--- src/rtl/universal_ff_bank_if.sv ---
// Bundle of control, data and status signals for universal_ff_bank.
// The master drives the controls and data inputs; the slave (the flip-flop bank) returns
// the state and status.
interface universal_ff_bank_if #(
  parameter int WIDTH = 8,
  parameter int CNT_W = 16
);
  logic             en;
  logic [1:0]       mode;
  logic             clr;
  logic             load;
  logic [WIDTH-1:0] load_data;
  logic [WIDTH-1:0] a;
  logic [WIDTH-1:0] b;
  logic             err_clr;
  logic [WIDTH-1:0] q;
  logic [WIDTH-1:0] q_n;
  logic             sr_err;
  logic [CNT_W-1:0] chg_cnt;

  modport master (
    output en, mode, clr, load, load_data, a, b, err_clr,
    input  q, q_n, sr_err, chg_cnt
  );

  modport slave (
    input  en, mode, clr, load, load_data, a, b, err_clr,
    output q, q_n, sr_err, chg_cnt
  );
endinterface

--- src/rtl/universal_ff_bank.sv ---
// universal_ff_bank: WIDTH-bit flip-flop bank with one shared run-time mode (D, T, JK, SR).
// It also provides a parallel load, a synchronous clear, a sticky SR-invalid flag and a
// saturating count of the cycles in which q changed.
module universal_ff_bank #(
  parameter int                 WIDTH     = 8,
  parameter logic [WIDTH-1:0]   RESET_VAL = {WIDTH{1'b0}},
  parameter int unsigned        SR11_MODE = 32'd0,
  parameter int                 CNT_W     = 16
) (
  input logic                 clk,
  input logic                 rst,
  universal_ff_bank_if.slave  bus
);

  localparam logic [1:0]       MODE_D  = 2'b00;
  localparam logic [1:0]       MODE_T  = 2'b01;
  localparam logic [1:0]       MODE_JK = 2'b10;
  localparam logic [1:0]       MODE_SR = 2'b11;
  localparam logic [CNT_W-1:0] CNT_MAX = {CNT_W{1'b1}};

  logic [WIDTH-1:0] q_r;
  logic [WIDTH-1:0] step_s;
  logic [WIDTH-1:0] next_s;
  logic [CNT_W-1:0] cnt_r;
  logic [CNT_W-1:0] cnt_next_s;
  logic             err_r;
  logic             err_next_s;
  logic             sr_hit_s;

  // Resolves S=R=1 on one channel: force 0, force 1, or hold (modes 0 and 3).
  function automatic logic sr11_bit(input logic cur);
    if (SR11_MODE == 32'd1) begin
      return 1'b0;
    end else if (SR11_MODE == 32'd2) begin
      return 1'b1;
    end else begin
      return cur;
    end
  endfunction

  // Per-channel next state when the bank is enabled under the current mode.
  always_comb begin
    step_s = q_r;
    for (int i = 0; i < WIDTH; i++) begin
      case (bus.mode)
        MODE_D:  step_s[i] = bus.a[i];
        MODE_T:  step_s[i] = q_r[i] ^ bus.a[i];
        MODE_JK: begin
          case ({bus.a[i], bus.b[i]})
            2'b01:   step_s[i] = 1'b0;
            2'b10:   step_s[i] = 1'b1;
            2'b11:   step_s[i] = ~q_r[i];
            default: step_s[i] = q_r[i];
          endcase
        end
        MODE_SR: begin
          case ({bus.a[i], bus.b[i]})
            2'b01:   step_s[i] = 1'b0;
            2'b10:   step_s[i] = 1'b1;
            2'b11:   step_s[i] = sr11_bit(q_r[i]);
            default: step_s[i] = q_r[i];
          endcase
        end
        default: step_s[i] = q_r[i];
      endcase
    end
  end

  // An invalid S=R=1 only counts when the SR step would actually be taken.
  assign sr_hit_s = bus.en && !bus.clr && !bus.load && (bus.mode == MODE_SR) &&
                    (|(bus.a & bus.b));

  // Priority clr > load > en > hold, plus the counter and error-flag next values.
  always_comb begin
    next_s     = q_r;
    cnt_next_s = cnt_r;
    err_next_s = err_r;
    if (bus.clr) begin
      next_s = RESET_VAL;
    end else if (bus.load) begin
      next_s = bus.load_data;
    end else if (bus.en) begin
      next_s = step_s;
    end else begin
      next_s = q_r;
    end

    if (bus.clr) begin
      cnt_next_s = {CNT_W{1'b0}};
    end else if ((next_s != q_r) && (cnt_r != CNT_MAX)) begin
      cnt_next_s = cnt_r + {{(CNT_W-1){1'b0}}, 1'b1};
    end else begin
      cnt_next_s = cnt_r;
    end

    if (sr_hit_s) begin
      err_next_s = 1'b1;
    end else if (bus.err_clr) begin
      err_next_s = 1'b0;
    end else begin
      err_next_s = err_r;
    end
  end

  // State, counter and sticky error registers with asynchronous reset.
  always_ff @(posedge clk or posedge rst) begin
    if (rst) begin
      q_r   <= RESET_VAL;
      cnt_r <= {CNT_W{1'b0}};
      err_r <= 1'b0;
    end else begin
      q_r   <= next_s;
      cnt_r <= cnt_next_s;
      err_r <= err_next_s;
    end
  end

  assign bus.q       = q_r;
  assign bus.q_n     = ~q_r;
  assign bus.sr_err  = err_r;
  assign bus.chg_cnt = cnt_r;

endmodule
--- src/flat_wrapper.sv ---
// flat-port wrapper written by rule: the top's interface ports become plain ports
module universal_ff_bank_flat 
#(
  parameter int                 WIDTH     = 8,
  parameter logic [WIDTH-1:0]   RESET_VAL = {WIDTH{1'b0}},
  parameter int unsigned        SR11_MODE = 32'd0,
  parameter int                 CNT_W     = 16
)
  (clk, rst, bus_en, bus_mode, bus_clr, bus_load, bus_load_data, bus_a, bus_b, bus_err_clr, bus_q, bus_q_n, bus_sr_err, bus_chg_cnt);
  universal_ff_bank_if #(.WIDTH(WIDTH), .CNT_W(CNT_W)) bus_i ();
  input logic clk;
  input logic rst;
  input wire logic [$bits(bus_i.en)-1:0] bus_en;
  input wire logic [$bits(bus_i.mode)-1:0] bus_mode;
  input wire logic [$bits(bus_i.clr)-1:0] bus_clr;
  input wire logic [$bits(bus_i.load)-1:0] bus_load;
  input wire logic [$bits(bus_i.load_data)-1:0] bus_load_data;
  input wire logic [$bits(bus_i.a)-1:0] bus_a;
  input wire logic [$bits(bus_i.b)-1:0] bus_b;
  input wire logic [$bits(bus_i.err_clr)-1:0] bus_err_clr;
  output wire logic [$bits(bus_i.q)-1:0] bus_q;
  output wire logic [$bits(bus_i.q_n)-1:0] bus_q_n;
  output wire logic [$bits(bus_i.sr_err)-1:0] bus_sr_err;
  output wire logic [$bits(bus_i.chg_cnt)-1:0] bus_chg_cnt;
  assign bus_i.en = bus_en;
  assign bus_i.mode = bus_mode;
  assign bus_i.clr = bus_clr;
  assign bus_i.load = bus_load;
  assign bus_i.load_data = bus_load_data;
  assign bus_i.a = bus_a;
  assign bus_i.b = bus_b;
  assign bus_i.err_clr = bus_err_clr;
  assign bus_q = bus_i.q;
  assign bus_q_n = bus_i.q_n;
  assign bus_sr_err = bus_i.sr_err;
  assign bus_chg_cnt = bus_i.chg_cnt;
  universal_ff_bank #(.WIDTH(WIDTH), .RESET_VAL(RESET_VAL), .SR11_MODE(SR11_MODE), .CNT_W(CNT_W)) u_core (.clk(clk), .rst(rst), .bus(bus_i));
endmodule
--- config.mk ---
export PLATFORM = sky130hd
export DESIGN_NAME = universal_ff_bank_flat
export DESIGN_NICKNAME = d
export VERILOG_FILES = /design/src/rtl/universal_ff_bank_if.sv /design/src/rtl/universal_ff_bank.sv /design/src/flat_wrapper.sv
export SDC_FILE = /design/constraint.sdc
export NUM_CORES = 1
export LEC_CHECK = 0
export CORE_ASPECT_RATIO = 1.2
export CORE_UTILIZATION = 45
export CTS_CLUSTER_DIAMETER = 30
export DETAILED_ROUTE_END_ITERATION = 10
export GPL_TIMING_DRIVEN = 1
export PLACE_DENSITY = 0.81
export SLEW_MARGIN = 20
export SYNTH_ARGS = -nofsm -noshare
export SYNTH_HDL_FRONTEND = slang
export SYNTH_SLANG_ARGS = --single-unit
export TNS_END_PERCENT = 50
--- constraint.sdc ---
create_clock -name clk -period 5.4 [get_ports clk]
set_input_delay 0.81 -clock clk [delete_from_list [all_inputs] [get_ports clk]]
set_output_delay 0.81 -clock clk [all_outputs]
set_load 0.02 [all_outputs]
==> impl_metrics.toml <==
[global_routing]
grt_pass1_vias = 2401
grt_pass1_wl_mm = 10.90
antenna_found_initial = 0
grt_usage_pct = 22.60
grt_max_degree = 27
overflow = 0

[synth]
synth_top_area_share_pct = 25.46
yosys.cell_count.top_type = "nor2_1"
synthAdderAreaFrac_pct = 10.74
synthDistinctLibCells = 60
synth_top_area_cell = "dfrtp_1"
synth-simple-area-share_pct = 28.26
synth-async-reset-ratio_pct = 100.0
netlist_top_cells_area = "dfrtp_1 (25%), ha_1 (8.7%), a21oi_1 (5.3%)"
syn_area_per_cell_um2 = 7.901
yosysWarnings = 0
synthMuxAreaShare_pct = 4.430
synth_common_cells = "nor2_1 (32), inv_1 (29), a21oi_1 (26)"
synth_compound_area_share_pct = 22.40
ys_seq_area_share_pct = 25.46
synth_edf_count = 0
synth_area_um2 = 2457
synth_top_family_by_area = "simple AND/OR/NAND/NOR gates"
synth-xor-area-share_pct = 0
synth-main-ff-cell = "dfrtp_1"
syn_inst = 311
synth_nets = 360
synth_seq_cells = 25

[clocking]
post_cts_buffers = 0
cts-hold-fix-buffers = 0
numCtsBuffers = 3
clkTransAtPathRegs_ns = 0.08
cts.root.buffer_cell = "clkbuf_8"
cts.sinks = 25
cts_resized = 0
htreeDepth = 1
clock_latency_ns = 0.26
cts_tree = "yes"
cts.path.max_buffers = 2

[floorplanning]
start_util_pct = 46.71
dieWidth_um = 69.46
dieArea_um2 = 5762
rows = 29
design.core.area_um2 = 5261
ios = 65
die-height_um = 82.95

[timing]
final.setup.worst_slack_ns = 1.295
finClkSkew_ns = 0.004757
slew_headroom_pct = 36.47
max_freq_mhz = 243.6
min_period_ns = 4.105
layout_worst_path_cycle_share_pct = 76.01
tightest_slew_ns = 0.9520
finalHoldViolations = 0
rsz0062_at_grt = "no"
final-setup-viol-count = 0
final.setup.tns_ns = 0
drv_slew = 0

[critical_path]
cp.arrival_ns = 4.25
criticalPathCategory = "input pin to flip-flop"
endpoint = "u_core.bus.chg_cnt[0]"
path_max_fanout = 26
rrSetupSlack_ns = 2.46
crit_path_start_kind = "input pin"
reg2reg_to = "u_core.bus.chg_cnt[0]"
cp.required_ns = 5.54
reg2reg_depth = 9
worstSetupStartpoint = "bus_mode[1]"
r2r-start = "u_core.bus.q[7]"
critPathCaptureType = "flip-flop"

[detailed_routing]
routedWlPerCell_um = 15.34
drc_errors = 0
ant_nets = 0
wl_met1_mm = 2.759
routed_via_density = 6.033
maxUsedRoutingLayer = "met4"
dr.pass1.iters = 5
via_count = 2594
routed_wl_mm = 6.598
wl_met3_um = 413
drt-initial-drc-count = 239
wl_met2_mm = 3.276

[placement]
dp_slack_ns = 1.046
portBuffers = 64
dp_hpwl_mm = 5.067
gp_congestion = 0.9450
place_area_um2 = 3126

[power]
p_leak_nw = 1.284
power.density_nw_per_um2 = 158.6
ir_drop_mv = 0.1276
total_power_mw = 0.5029

[layout]
area_growth_pct = 29.02
layout.nets = 418
final_core_util_pct = 60.26
num_antenna_cells = 0
layout-drive-gt1-share_pct = 5.163
design_area_um2 = 3171

[outcome]
run_status = "complete, no violations"

[job]
max-cap-violations = 0

[hold_path]
worstHoldPathType = "flip-flop to flip-flop"
worst min path at each step:
| stage | depth (start not counted) | endpoint | slack [ns] | start |
|---|---|---|---|---|
| CTS | 1 | u_core.bus.sr_err | 0.52 | u_core.bus.sr_err |
| floorplan | 1 | u_core.bus.sr_err | 0.61 | u_core.bus.sr_err |
| finish | 1 | u_core.bus.sr_err | 0.52 | u_core.bus.sr_err |
| global placement | 1 | u_core.bus.sr_err | 0.50 | u_core.bus.sr_err |
| detailed placement | 1 | u_core.bus.sr_err | 0.50 | u_core.bus.sr_err |
| global route | 1 | u_core.bus.sr_err | 0.56 | u_core.bus.sr_err |
registers in the layout, indices dropped and copies added (netlist names):
name and count:
u_core.bus.sr_err 1, u_core.bus.chg_cnt 16, u_core.bus.q 8
layout make-up:
class | instances | area, um2
well taps | 62 | 77.57
repair buffers | 70 | 685.7
clock buffers | 4 | 45.04
multi-input cells | 239 | 1624
inverters | 30 | 112.6
flip-flops and latches | 25 | 625.6
fillers | 492 | 2091
metrics by stage:
step                hold WS (ns)  cells
finish                    0.5202    430
floorplan                 0.6080    311
detailed placement        0.5031    426
global route              0.5642    430
global placement          0.5036    426
CTS                       0.5220    430
kinds of logic (layout without fill, tap and decap cells):
kind of cell / count (synthesis) / in the layout
compound gates: 83 / 83
flops: 25 / 25
fa+ha+maj: 22 / 22
simple gates: 124 / 124
mux: 10 / 10
buf+inv: 47 / 104
cell usage in the layout, fill, tap and decap left out, drive strengths merged, types with 3 or more instances in the layout:
cell,n
buf,6
nand3,5
clkbuf,4
or3,3
nor2b,11
maj3,5
nand2b,17
nor3,7
o211ai,3
or4,7
a22oi,3
o41ai,4
clkdlybuf4s50,64
inv,30
dfrtp,25
o31ai,5
ha,17
nor4,10
mux2,7
nand2,14
nand4,5
a21oi,26
nand4b,3
nor2,32
mux2i,3
o21ai,15
where the power goes:
part | switching, mW | internal, mW
combinational | 0.100 | 0.0882
sequential | 0.0133 | 0.195
clock | 0.0537 | 0.0525
per-layer routing:
layer	vias up	GRT usage, %
met1	1205	29.66
met2	115	39.01
met3	20	2.549
met4	0	6.308
met5	-	0
li1	1254	-
worst max-delay path, cell delays in order:
cell             delay (ns)
clkdlybuf4s50_1        1.00
and2_1                 0.38
o21ai_0                0.12
a22o_1                 0.24
a21o_1                 0.19
or4_4                  0.53
nor4b_4                0.27
buf_4                  0.28
nor2_1                 0.11
mux2_1                 0.32
Note: power is estimated with default switching activity, not from simulation.
